===== src/rtl/dp_issue_ctrl_if.sv =====
// Request, op-unit and writeback signals of the data-processing issue
// controller. The master side is the decode stage plus op units; the slave
// side is the controller itself.
interface dp_issue_ctrl_if;
  // decode-stage request
  logic        req_valid;
  logic        req_ready;
  logic [3:0]  req_opcode;
  logic        req_s;
  logic [3:0]  req_rd;
  logic        flush;
  // op unit enables and results
  logic [15:0] op_en;
  logic [31:0] op_rd;
  logic        op_c;
  logic        op_z;
  logic        op_n;
  // architectural flags, also fed back to the op units
  logic        flag_c;
  logic        flag_z;
  logic        flag_n;
  // register writeback
  logic        wb_valid;
  logic [3:0]  wb_rd;
  logic [31:0] wb_data;
  logic        err_illegal;

  modport master (
    output req_valid, req_opcode, req_s, req_rd, flush,
    output op_rd, op_c, op_z, op_n,
    input  req_ready, op_en, flag_c, flag_z, flag_n,
    input  wb_valid, wb_rd, wb_data, err_illegal
  );

  modport slave (
    input  req_valid, req_opcode, req_s, req_rd, flush,
    input  op_rd, op_c, op_z, op_n,
    output req_ready, op_en, flag_c, flag_z, flag_n,
    output wb_valid, wb_rd, wb_data, err_illegal
  );
endinterface


===== src/rtl/dp_issue_ctrl.sv =====
// Issue controller for ARM data-processing instructions: accepts one decoded
// instruction at a time, pulses the enable of the matching op unit, waits a
// fixed number of cycles, samples the unit's result and flags, then writes
// back the result and/or updates the architectural flags.
module dp_issue_ctrl #(
  parameter logic [15:0] OP_MASK     = 16'hFFFF,
  parameter int          WAIT_CYCLES = 1
) (
  input logic          clk,
  input logic          rst,
  dp_issue_ctrl_if.slave bus
);

  typedef enum logic [1:0] {
    ST_IDLE  = 2'd0,
    ST_ISSUE = 2'd1,
    ST_WAIT  = 2'd2,
    ST_WB    = 2'd3
  } state_t;

  localparam logic [2:0] WAIT_LOAD = 3'(WAIT_CYCLES);

  state_t      state_reg;
  state_t      state_next;

  logic [3:0]  op_reg;
  logic        s_reg;
  logic [3:0]  rd_reg;
  logic [2:0]  cnt_reg;
  logic        cap_c_reg;
  logic        cap_z_reg;
  logic        cap_n_reg;
  logic [3:0]  wb_rd_reg;
  logic [31:0] wb_data_reg;
  logic        flag_c_reg;
  logic        flag_z_reg;
  logic        flag_n_reg;
  logic        err_reg;
  logic        ready_en_reg;

  logic        req_ready_int;
  logic        handshake;
  logic        req_legal;
  logic        op_is_cmp;
  logic        capture;

  // TST/TEQ/CMP/CMN (8..B) only set flags and never write a register
  assign op_is_cmp     = (op_reg[3:2] == 2'b10);
  assign req_legal     = OP_MASK[bus.req_opcode];
  // ready stays low until the first edge after reset release
  assign req_ready_int = (state_reg == ST_IDLE) && ready_en_reg;
  assign handshake     = bus.req_valid && req_ready_int;
  // result sampling point: last WAIT cycle, unless the instruction is flushed
  assign capture       = (state_reg == ST_WAIT) && !bus.flush && (cnt_reg <= 3'd1);

  // state register
  always_ff @(posedge clk or negedge rst) begin
    if (!rst) begin
      state_reg <= ST_IDLE;
    end else begin
      state_reg <= state_next;
    end
  end

  // next-state logic; flush only aborts while the op is in flight
  always_comb begin
    state_next = state_reg;
    case (state_reg)
      ST_IDLE: begin
        if (handshake && req_legal) begin
          state_next = ST_ISSUE;
        end
      end
      ST_ISSUE: begin
        state_next = bus.flush ? ST_IDLE : ST_WAIT;
      end
      ST_WAIT: begin
        if (bus.flush) begin
          state_next = ST_IDLE;
        end else if (cnt_reg <= 3'd1) begin
          state_next = ST_WB;
        end
      end
      ST_WB: begin
        state_next = ST_IDLE;
      end
      default: begin
        state_next = ST_IDLE;
      end
    endcase
  end

  // request latch, wait counter and illegal-opcode pulse
  always_ff @(posedge clk or negedge rst) begin
    if (!rst) begin
      op_reg       <= 4'd0;
      s_reg        <= 1'b0;
      rd_reg       <= 4'd0;
      cnt_reg      <= 3'd0;
      err_reg      <= 1'b0;
      ready_en_reg <= 1'b0;
    end else begin
      ready_en_reg <= 1'b1;
      err_reg      <= handshake && !req_legal;
      if (handshake) begin
        op_reg <= bus.req_opcode;
        s_reg  <= bus.req_s;
        rd_reg <= bus.req_rd;
      end
      if (state_reg == ST_ISSUE) begin
        cnt_reg <= bus.flush ? 3'd0 : WAIT_LOAD;
      end else if (state_reg == ST_WAIT) begin
        cnt_reg <= (bus.flush || cnt_reg == 3'd0) ? 3'd0 : cnt_reg - 3'd1;
      end
    end
  end

  // result capture; wb_rd/wb_data only move when a writeback is about to show
  always_ff @(posedge clk or negedge rst) begin
    if (!rst) begin
      cap_c_reg   <= 1'b0;
      cap_z_reg   <= 1'b0;
      cap_n_reg   <= 1'b0;
      wb_rd_reg   <= 4'd0;
      wb_data_reg <= 32'd0;
    end else if (capture) begin
      cap_c_reg <= bus.op_c;
      cap_z_reg <= bus.op_z;
      cap_n_reg <= bus.op_n;
      if (!op_is_cmp) begin
        wb_rd_reg   <= rd_reg;
        wb_data_reg <= bus.op_rd;
      end
    end
  end

  // architectural flags commit on the WB exit edge; flush is ignored in WB
  always_ff @(posedge clk or negedge rst) begin
    if (!rst) begin
      flag_c_reg <= 1'b0;
      flag_z_reg <= 1'b0;
      flag_n_reg <= 1'b0;
    end else if ((state_reg == ST_WB) && (s_reg || op_is_cmp)) begin
      flag_c_reg <= cap_c_reg;
      flag_z_reg <= cap_z_reg;
      flag_n_reg <= cap_n_reg;
    end
  end

  // outputs: op_en and wb_valid decode straight from state so reset clears them at once
  assign bus.req_ready   = req_ready_int;
  assign bus.op_en       = (state_reg == ST_ISSUE) ? (16'h0001 << op_reg) : 16'h0000;
  assign bus.wb_valid    = (state_reg == ST_WB) && !op_is_cmp;
  assign bus.wb_rd       = wb_rd_reg;
  assign bus.wb_data     = wb_data_reg;
  assign bus.err_illegal = err_reg;
  assign bus.flag_c      = flag_c_reg;
  assign bus.flag_z      = flag_z_reg;
  assign bus.flag_n      = flag_n_reg;

endmodule


===== src/flat_wrapper.sv =====
// flat-port wrapper written by rule: the top's interface ports become plain ports
module dp_issue_ctrl_flat 
#(
  parameter logic [15:0] OP_MASK     = 16'hFFFF,
  parameter int          WAIT_CYCLES = 1
)
  (clk, rst, bus_req_valid, bus_req_opcode, bus_req_s, bus_req_rd, bus_flush, bus_op_rd, bus_op_c, bus_op_z, bus_op_n, bus_req_ready, bus_op_en, bus_flag_c, bus_flag_z, bus_flag_n, bus_wb_valid, bus_wb_rd, bus_wb_data, bus_err_illegal);
  dp_issue_ctrl_if bus_i ();
  input logic clk;
  input logic rst;
  input wire logic [$bits(bus_i.req_valid)-1:0] bus_req_valid;
  input wire logic [$bits(bus_i.req_opcode)-1:0] bus_req_opcode;
  input wire logic [$bits(bus_i.req_s)-1:0] bus_req_s;
  input wire logic [$bits(bus_i.req_rd)-1:0] bus_req_rd;
  input wire logic [$bits(bus_i.flush)-1:0] bus_flush;
  input wire logic [$bits(bus_i.op_rd)-1:0] bus_op_rd;
  input wire logic [$bits(bus_i.op_c)-1:0] bus_op_c;
  input wire logic [$bits(bus_i.op_z)-1:0] bus_op_z;
  input wire logic [$bits(bus_i.op_n)-1:0] bus_op_n;
  output wire logic [$bits(bus_i.req_ready)-1:0] bus_req_ready;
  output wire logic [$bits(bus_i.op_en)-1:0] bus_op_en;
  output wire logic [$bits(bus_i.flag_c)-1:0] bus_flag_c;
  output wire logic [$bits(bus_i.flag_z)-1:0] bus_flag_z;
  output wire logic [$bits(bus_i.flag_n)-1:0] bus_flag_n;
  output wire logic [$bits(bus_i.wb_valid)-1:0] bus_wb_valid;
  output wire logic [$bits(bus_i.wb_rd)-1:0] bus_wb_rd;
  output wire logic [$bits(bus_i.wb_data)-1:0] bus_wb_data;
  output wire logic [$bits(bus_i.err_illegal)-1:0] bus_err_illegal;
  assign bus_i.req_valid = bus_req_valid;
  assign bus_i.req_opcode = bus_req_opcode;
  assign bus_i.req_s = bus_req_s;
  assign bus_i.req_rd = bus_req_rd;
  assign bus_i.flush = bus_flush;
  assign bus_i.op_rd = bus_op_rd;
  assign bus_i.op_c = bus_op_c;
  assign bus_i.op_z = bus_op_z;
  assign bus_i.op_n = bus_op_n;
  assign bus_req_ready = bus_i.req_ready;
  assign bus_op_en = bus_i.op_en;
  assign bus_flag_c = bus_i.flag_c;
  assign bus_flag_z = bus_i.flag_z;
  assign bus_flag_n = bus_i.flag_n;
  assign bus_wb_valid = bus_i.wb_valid;
  assign bus_wb_rd = bus_i.wb_rd;
  assign bus_wb_data = bus_i.wb_data;
  assign bus_err_illegal = bus_i.err_illegal;
  dp_issue_ctrl #(.OP_MASK(OP_MASK), .WAIT_CYCLES(WAIT_CYCLES)) u_core (.clk(clk), .rst(rst), .bus(bus_i));
endmodule

===== config.mk =====
export PLATFORM = sky130hd
export DESIGN_NAME = dp_issue_ctrl_flat
export DESIGN_NICKNAME = d
export VERILOG_FILES = /design/src/rtl/dp_issue_ctrl_if.sv /design/src/rtl/dp_issue_ctrl.sv /design/src/flat_wrapper.sv
export SDC_FILE = /design/constraint.sdc
export NUM_CORES = 1
export LEC_CHECK = 0
export ABC_AREA = 1
export CORE_UTILIZATION = 44
export CTS_BUF_LIST = sky130_fd_sc_hd__clkbuf_16
export CTS_CLUSTER_SIZE = 40
export DETAILED_ROUTE_END_ITERATION = 6
export GPL_ROUTABILITY_DRIVEN = 0
export PLACE_DENSITY = 0.85
export RECOVER_POWER = 50
export SLEW_MARGIN = 0
export SYNTH_ARGS = -nofsm -noshare
export SYNTH_HDL_FRONTEND = slang
export SYNTH_SLANG_ARGS = --single-unit
export TNS_END_PERCENT = 30

===== constraint.sdc =====
create_clock -name clk -period 1.65 [get_ports clk]
set_input_delay 0.2475 -clock clk [delete_from_list [all_inputs] [get_ports clk]]
set_output_delay 0.2475 -clock clk [all_outputs]
set_load 0.005 [all_outputs]

# Yosys cells after proc, flatten, opt, wreduce, memory -nomap -nowiden
# Memory sizes are Yosys's and may differ from the RTL's.
# Cells that the tools add are included.
classes:
  addsub: 1
  magnitude_cmp: 2
  n_eq_ne: 6
  shifts: 1
  muxes: 11
  bitwise_logic: 1
  n_reduce_logical: 18
ops:
  columns: ["operator", "n"]
  rows:
  - ["$mux 16", 1]
  - ["$shl 1x4->16 const A", 1]
  - ["$mux 3", 3]
  - ["$logic_and 1x1->1", 8]
  - ["$mux 2", 4]
  - ["$pmux 2 s4", 1]
  - ["$eq 2x2->1 const B", 3]
  - ["$lt 4x5->1 const B", 1]
  - ["$reduce_and 2->1", 2]
  - ["$le 3x1->1 const B", 1]
  - ["$logic_not 1->1", 3]
  - ["$logic_not 3->1", 1]
  - ["$ne 3x2->1 const B", 1]
  - ["$sub 3x1->3 const B", 1]
  - ["$eq 2x1->1 const B", 1]
  - ["$logic_not 2->1", 1]
  - ["$logic_or 1x1->1", 2]
  - ["$mux 1", 2]
  - ["$ne 2x2->1 const B", 1]
  - ["$reduce_bool 2->1", 1]
  - ["$not 1->1", 1]
word_totals:
  ff_bits: 58
  mem_bits_ro: 16
  input_bits: 48
  wordCells: 56
  memories: 1
mem_list:
  columns: ["memory", "words", "width", "read_ports", "rd_clocked_by_memory_dff", "wr", "line", "source"]
  rows:
  - ["(name not given)", 16, 1, 1, 0, 0, "dp_issue_ctrl.sv:49", "assign req_legal = OP_MASK[bus.req_opcode];"]

# Logic depth before layout (Yosys ltp)
depth:
  depth_word: 6
  ltp_mapped: 9
  depth_no_buf: 9

# Least setup slack after synthesis
# OpenSTA, ideal clock, no wires.
synth_path:
  path_type: "register to register"
  from: "register u_core.state_reg[0]"
  to: "register u_core.op_reg[2]"
  setup_time_ns: 0.125
  t_arrival_ns: 1.246
  t_required_ns: 1.525
  path_slack_ns: 0.280
  stages_incl_launch_ff: 9
  n_path_buf: 1
  path_cell_list: "dfrtp_1 > inv_1 > ha_1 > nand2_1 > inv_1 > nand2_1 > buf_2 > nor2_1 > a21oi_1"
synth_between:
  elab_chain_len: 3
synth_rtl:
  columns: ["item", "line", "source"]
  rows:
  - ["from (decl)", "dp_issue_ctrl.sv:23", "state_t state_reg;"]
  - ["from (signal assigned)", "dp_issue_ctrl.sv:61", "state_reg <= state_next;"]
  - ["$logic_not 2->1", "dp_issue_ctrl.sv:51", "assign req_ready_int = (state_reg == ST_IDLE) && ready_en_reg;"]
  - ["$logic_and 1x1->1", "dp_issue_ctrl.sv:51", null]
  - ["named net bus_req_ready", "flat_wrapper.sv:20", "output wire logic [$bits(bus_i.req_ready)-1:0] bus_req_ready;"]
  - ["$logic_and 1x1->1", "dp_issue_ctrl.sv:52", "assign handshake = bus.req_valid && req_ready_int;"]
  - ["to (signal assigned)", "dp_issue_ctrl.sv:106", "op_reg <= bus.req_opcode;"]
  - ["to (decl)", "dp_issue_ctrl.sv:26", "logic [3:0] op_reg;"]
# The timed path passes the listed nets, and every way through them passes these cells.
# A chain may end at the register's enable or synchronous reset.

# Worst setup path after layout
layout_path:
  from: "register u_core.state_reg[0]"
  to: "register u_core.state_reg[1]"
layout_between:
  elab_chain_len: 6
  elab_cells_between_ends: 11
  cone_classes: "eq/ne: 5; mux: 1; reduce/logical: 5"
layout_rtl:
  columns: ["item", "line", "source"]
  rows:
  - ["$logic_not 2->1", "dp_issue_ctrl.sv:51, dp_issue_ctrl.sv:68", null]
  - ["$logic_and 1x1->1", "dp_issue_ctrl.sv:51", null]
  - ["$logic_and 1x1->1", "dp_issue_ctrl.sv:52", null]
  - ["$logic_and 1x1->1", "dp_issue_ctrl.sv:70", "if (handshake && req_legal) begin"]
  - ["$ne 2x2->1 (no line)", null, null]
  - ["$reduce_and 2->1 (no line)", null, null]
# Several ways; a longest one is shown, not always the timed one.

==> results.json <==
{
  "fmax_mhz": 569,
  "synth_top_cell_area_share": 0.523,
  "worst-slew-pin-transition_ps": 867,
  "end_kind": "flip-flop",
  "antenna_found_initial": 0,
  "synthCells": 309,
  "cts_buffer_depth": 2,
  "grt_max_degree": 37,
  "cp.required_ps": 1910,
  "fin_crit_ps": 1760,
  "fp.dieH_microns": 80.8,
  "fin_crit_sh": 1.07,
  "track_usage": 0.240,
  "irDropWorstVdd_uv": 962,
  "syn_area_sq_mm": 0.00273,
  "htree_levels": 3,
  "num_vias": 2758,
  "cts.sinks": 57,
  "dr.pass1.iters": 4,
  "power_switching_mw": 2.94,
  "clk_latency_ps": 320,
  "insertedDiodeCount": 0,
  "combPwrFrac": 0.465,
  "rsz0062_at_grt": "yes",
  "dieWidth_microns": 80.8,
  "io_pins": 106,
  "nets": 491,
  "grt_pass1_vias": 2511,
  "clk_pin_slew_ps": 50,
  "dp_cells": 486,
  "cts_tree": "built",
  "yosysSeqAreaShare": 0.523,
  "initial_core_util": 0.458,
  "clockPowerShare": 0.231,
  "slew_violations": 0,
  "final_util": 0.732,
  "path_class": "flip-flop to flip-flop",
  "violations": "negative setup slack",
  "grt_use_met2": 0.412,
  "post_route_cells_drive_above_1_share": 0.209,
  "critPathMaxStageDelay_ps": 430,
  "yosysUniqueCellTypes": 22,
  "grt_pass1_wl_microns": 11700,
  "power.total_mw": 7.62,
  "dp_slack_ps": -137,
  "vias_per_cell": 5.36,
  "crit_fanout": 10,
  "core-area_sq_mm": 0.00596,
  "fin_skew_ps": 4.36,
  "area_growth_pct": 59.7,
  "slowest_stage": "dfrtp_1",
  "worstPathArrival_ps": 2020,
  "setup_slack_ps": -109,
  "worst_setup_path_start_kind": "flip-flop",
  "hold_depth": 2,
  "cp_cell_sequence": "buf_6 > inv_6 > ha_4 > inv_4 > nor2_4 > buf_4 > nand3_1 > nand2_1 > nand2_1 > nand2_1",
  "instances_no_fill": 515,
  "leakagePower_nw": 2.08,
  "ys_ff_latch": 57,
  "power.density_mw_per_mm2": 1750,
  "avgSynthCellArea_sq_um": 8.83,
  "routed_wirelength_microns": 8270,
  "port_buffers": 104,
  "p_int_mw": 4.68,
  "crit_top_cell": "nand2_1",
  "yosysTopAreaCell": "dfrtp_1",
  "outcome": "finished with violations",
  "max_cap_viol_count": 0,
  "grt-ovfl-total": 0,
  "hold_viol": 0,
  "wire_per_inst_microns": 16.1,
  "cts_buffers": 9,
  "relSlewSlack": 0.422,
  "drtIter0Drc": 169,
  "dp_hpwl_microns": 5000,
  "ys_warn_count": 0,
  "post-route-drc-count": 0,
  "cts_root_buffer": "clkbuf_16",
  "top_usage_layer": "met2",
  "use_met3": 0.0910,
  "grt_util_met1": 0.277,
  "largest_reg_flops": 32,
  "swShare": 0.385,
  "setup_violations": 24,
  "r2r_cells": 10,
  "seq_power_share": 0.304,
  "fillCellCount": 411,
  "synth_area_leaders": "dfrtp_1 52%, nand2_1 14%, nand4_1 8.3%, ha_1 3.7%, nand3_1 3.3%",
  "ant_nets": 0,
  "hold_class": "flip-flop to flip-flop",
  "design.die.area_sq_mm": 0.00652,
  "rows": 28,
  "syn_nets": 365
}
[cells in the final DEF, fill, tap and decap left out, types with 2 or more instances in the layout]
cell	netlist	routed
nand2_1	105	89
clkdlybuf4s50_1	0	85
dfrtp_1	57	56
nand4_1	36	36
nand3_1	18	18
nor2_1	24	15
nand2_2	0	14
buf_4	3	13
inv_1	17	12
a21oi_1	12	12
nor2_2	0	9
clkbuf_16	0	9
clkbuf_2	0	7
buf_6	4	7
nand3_4	1	5
o21ai_0	5	5
ha_1	8	5
clkdlybuf4s15_2	0	5
inv_2	1	4
dlymetal6s2s_1	0	3
clkdlybuf4s15_1	0	3
nand2_8	0	2
inv_4	0	2
nand2_4	2	2
ha_4	0	2
conb_1	2	2
clkinvlp_4	0	2
clkinv_2	0	2
clkbuf_1	0	2
[stage by stage]
stage	setup TNS [ps]	hold WS (ps)	cell area, sq um
5_1_grt	-4520	490	4360
3_5_place_dp	-1770	248	3810
4_1_cts	-4330	463	4180
2_1_floorplan	0	-48.1	2730
6_report	-1630	466	4360
3_3_place_gp	-609	242	3810
[power by group through the flow]
stage          sequential, mW  combinational [mW]  clock [mW]
6_report                 2.31                3.54        1.76
3_5_place_dp             2.25                2.99           0
5_1_grt                  2.36                3.89        1.87
2_1_floorplan            2.26                1.71           0
3_3_place_gp             2.23                2.87           0
4_1_cts                  2.26                3.16        1.79
[metal layers]
metal	up-vias	share of wire
li1	1275	-
met1	1333	0.38
met2	131	0.51
met3	19	0.080
met4	0	0.023
met5	-	0
[Yosys cell counts (all sizes together)]
master  number
nor2        25
nand3       19
nor3         1
dfrtp       57
a21oi       13
o21ai        5
conb         2
o21bai       1
buf         17
ha           8
nand4       36
nand2      107
inv         18
[worst paths after layout]
kind / startpoint / end / slack, ps
worst max-delay path: u_core.state_reg[0] / u_core.state_reg[1] / -110
worst min-delay path: u_core.bus.wb_data[6] / u_core.bus.wb_data[6] / 470
worst max register to register: u_core.state_reg[0] / u_core.state_reg[1] / -110
worst min register to register: u_core.bus.wb_data[6] / u_core.bus.wb_data[6] / 470
max in group asynchronous: rst / u_core.op_reg[2] / 350
min in group asynchronous: rst / u_core.bus.wb_data[18] / 570
[logic make-up after synthesis]
group / share of synthesized area
and+or+nand+nor: 0.314
DFF: 0.523
buffers and inverters: 0.0844
AOI/OAI and AO/OA: 0.0399
adders and majority gates: 0.0367
other: 0.00275
[critical path, delay by kind of cell, from the launching register on]
kind | cells | cell delay, ps
adders and majority gates | 1 | 140
DFF | 1 | 430
buffers and inverters | 4 | 470
and+or+nand+nor | 5 | 650
[layout make-up]
type | instances | area, sq um | share of cell area
clock buffers | 9 | 225 | 0.0517
clock inverters | 7 | 62.6 | 0.0144
inverters | 18 | 77.6 | 0.0178
multi-input cells | 221 | 1250 | 0.287
flip-flops and latches | 57 | 1430 | 0.328
well taps | 75 | 93.8 | 0.0215
repair buffers | 128 | 1220 | 0.279
[repair_timing]
action,in CTS,in global routing
hold buffers,1,0
resized for setup,48,52
hold endpoints to repair,57,0
buffers inserted,3,5
pin swaps,2,2
gates cloned,0,4
setup endpoints to repair,23,64
(Power assumes the default switching activity.)
==> patch, RTL diff (same settings) <==
Re-encode `state_t` (4 states) as one-hot, 4 bits wide.
--- a/src/rtl/dp_issue_ctrl.sv
+++ b/src/rtl/dp_issue_ctrl.sv
@@ -11,11 +11,11 @@
   dp_issue_ctrl_if.slave bus
 );
 
-  typedef enum logic [1:0] {
-    ST_IDLE  = 2'd0,
-    ST_ISSUE = 2'd1,
-    ST_WAIT  = 2'd2,
-    ST_WB    = 2'd3
+  typedef enum logic [3:0] {
+    ST_IDLE  = 4'b0001,
+    ST_ISSUE = 4'b0010,
+    ST_WAIT  = 4'b0100,
+    ST_WB    = 4'b1000
   } state_t;
 
   localparam logic [2:0] WAIT_LOAD = 3'(WAIT_CYCLES);
Check against the original RTL: no difference found for any inputs over 10 cycles, from zero or initial values and one cycle with rst low; not proved beyond that.
==> patch against the original RTL <==
  * The run still ends with negative setup slack left
  * Critical path type is now reg -> out
  * Combinational power shrank 41%
  * Largest power group unchanged
  * Final area grew 0.55%
  * Clock power grew 11%
  * Area after synthesis grew 3.7%
  * Power shrank 20%
  * Wire length shrank 2.1%
  * Setup slack lost 0.011 ns
  * Critical path depth shrank 4
  * Sequential cell count grew 2
==> patch: results (changes against the original RTL) <==
global-route wire length before repair=11.8 mm (+0.71%); Setup Fix Bufs, Post-CTS=7 (+4); buffering overhead=0.290 (+0.0105); flop-to-flop setup slack=0.02 ns (+0.13 ns); worst-path maximum fanout=6 (-4); number of fill cells=423 (+2.9%); synth cell count leaders=nand2_1, dfrtp_1, nand4_1; GRT Util Overall=0.233 (-0.00694); status=complete, but fails checks; vias in the first global route=2,517 (+0.24%); met2 WL=4.12 mm (-3.3%); HP Class=in -> async; FF+latch area=0.00148 mm2 (+3.6%); dpl cells=497 (+2.3%); post-synth cell types=28 (+27%); P_int=0.00397 W (-15%); Via density=5.18 (-3.3%); worst slack, placed=-0.207 ns (-0.0696 ns); failing checks=negative setup slack; leakage=2.20 nW (+5.9%); share of cells above drive strength 1=0.209 (about the same); Syn Nets=368 (+0.82%); comb_multi_in=223 (+0.90%); Setup TNS=-1.19 ns (+0.440 ns); Max-slew headroom=0.640 (+0.218); area of the multi-input gates=0.00115 mm2 (-8.0%); Iter 0 DRT Violations=160 (-5.3%); number of non-clock buffers in the layout=134 (+4.7%); routing usage on met1=0.298 (+0.0210); post-synthesis register bit count=59 (+3.5%); placed inst area=0.00395 mm2 (+3.8%); PostCTS Resize Cnt=71 (+48%); Area Overhead vs Synth=54.8%; post-synthesis sequential area ratio=0.522 (-0.000592); synthesized cell area=0.00283 mm2 (+3.7%); clk cell area share=0.0726 (+0.00650); Final Setup Violations=16 (-33%); Worst Slack Setup Final=-0.120 ns (-0.0107 ns); GRT met3 Usage=0.0473 (-0.0438); met3 WL=415 um (-38%); CP max-delay cell=dfrtp_2; final non-filler cell total=525 (+1.9%); dpl hpwl=5.08 mm (+1.5%); clock skew=0.00772 ns (+0.00337 ns); post-synthesis instance total=317 (+2.6%); M2 GR Usage=0.390 (-0.0218); largest net degree at the start of global routing=39 (+5.4%); cells on worst reg2reg path=9 (-1); hold slack=0.430 ns (-0.0362 ns); Max VDD drop=875 uV (-9.1%); input/output buffers=104 (unchanged); synth top area cells=dfrtp_1, nand2_1, nand4_1
==> patch: cell types whose count changed after synthesis, moves of 3 or more <==
cell / unedited run / this run
a21oi_1: 12 / 0
buf_12: 1 / 4
buf_8: 3 / 0
ha_1: 8 / 3
nand2_1: 105 / 126
nor2_1: 24 / 10
nor2_2: 0 / 11
o21ai_0: 5 / 0
==> patch: final timing paths <==
kind,to,from
max,bus_op_en[6],u_core.state_reg[1]$_DFFE_PN0P_
min,u_core.op_reg[3]$_DFFE_PN0P_,rst
max reg2reg,u_core.bus.wb_data[5]$_DFFE_PN0P_,u_core.state_reg[2]$_DFFE_PN0P_
min reg2reg,u_core.bus.wb_data[20]$_DFFE_PN0P_,u_core.bus.wb_data[20]$_DFFE_PN0P_
max in group asynchronous,u_core.bus.wb_data[10]$_DFFE_PN0P_,rst
min in group clk,u_core.cap_z_reg$_DFFE_PN0P_,bus_op_z
==> patch: critical path: cells and delay by family, from the launching register on <==
| kind | cells | cell delay, ns |
|---|---|---|
| buffers and inverters | 3 | 0.37 |
| AND/OR/NAND/NOR | 3 | 0.41 |
| flip-flops | 1 | 0.42 |
==> patch: power groups by stage <==
stage	clock [W]	combinational [W]	sequential, W
6_report	0.00195	0.00208	0.00204
5_1_grt	0.00205	0.00226	0.00208
4_1_cts	0.00198	0.00201	0.00202
3_5_place_dp	0	0.00192	0.00204
3_3_place_gp	0	0.00185	0.00202
2_1_floorplan	0	0.00112	0.00202
==> patch: logic make-up after synthesis <==
kind of cell               Yosys count  synth area share
DFF                                 59             0.522
and+or+nand+nor                    215             0.367
xor gates and xnor gates             1           0.00310
other                                2           0.00265
adders and majority gates            3            0.0133
buffers and inverters               35            0.0875
AOI/OAI and AO/OA                    2           0.00442
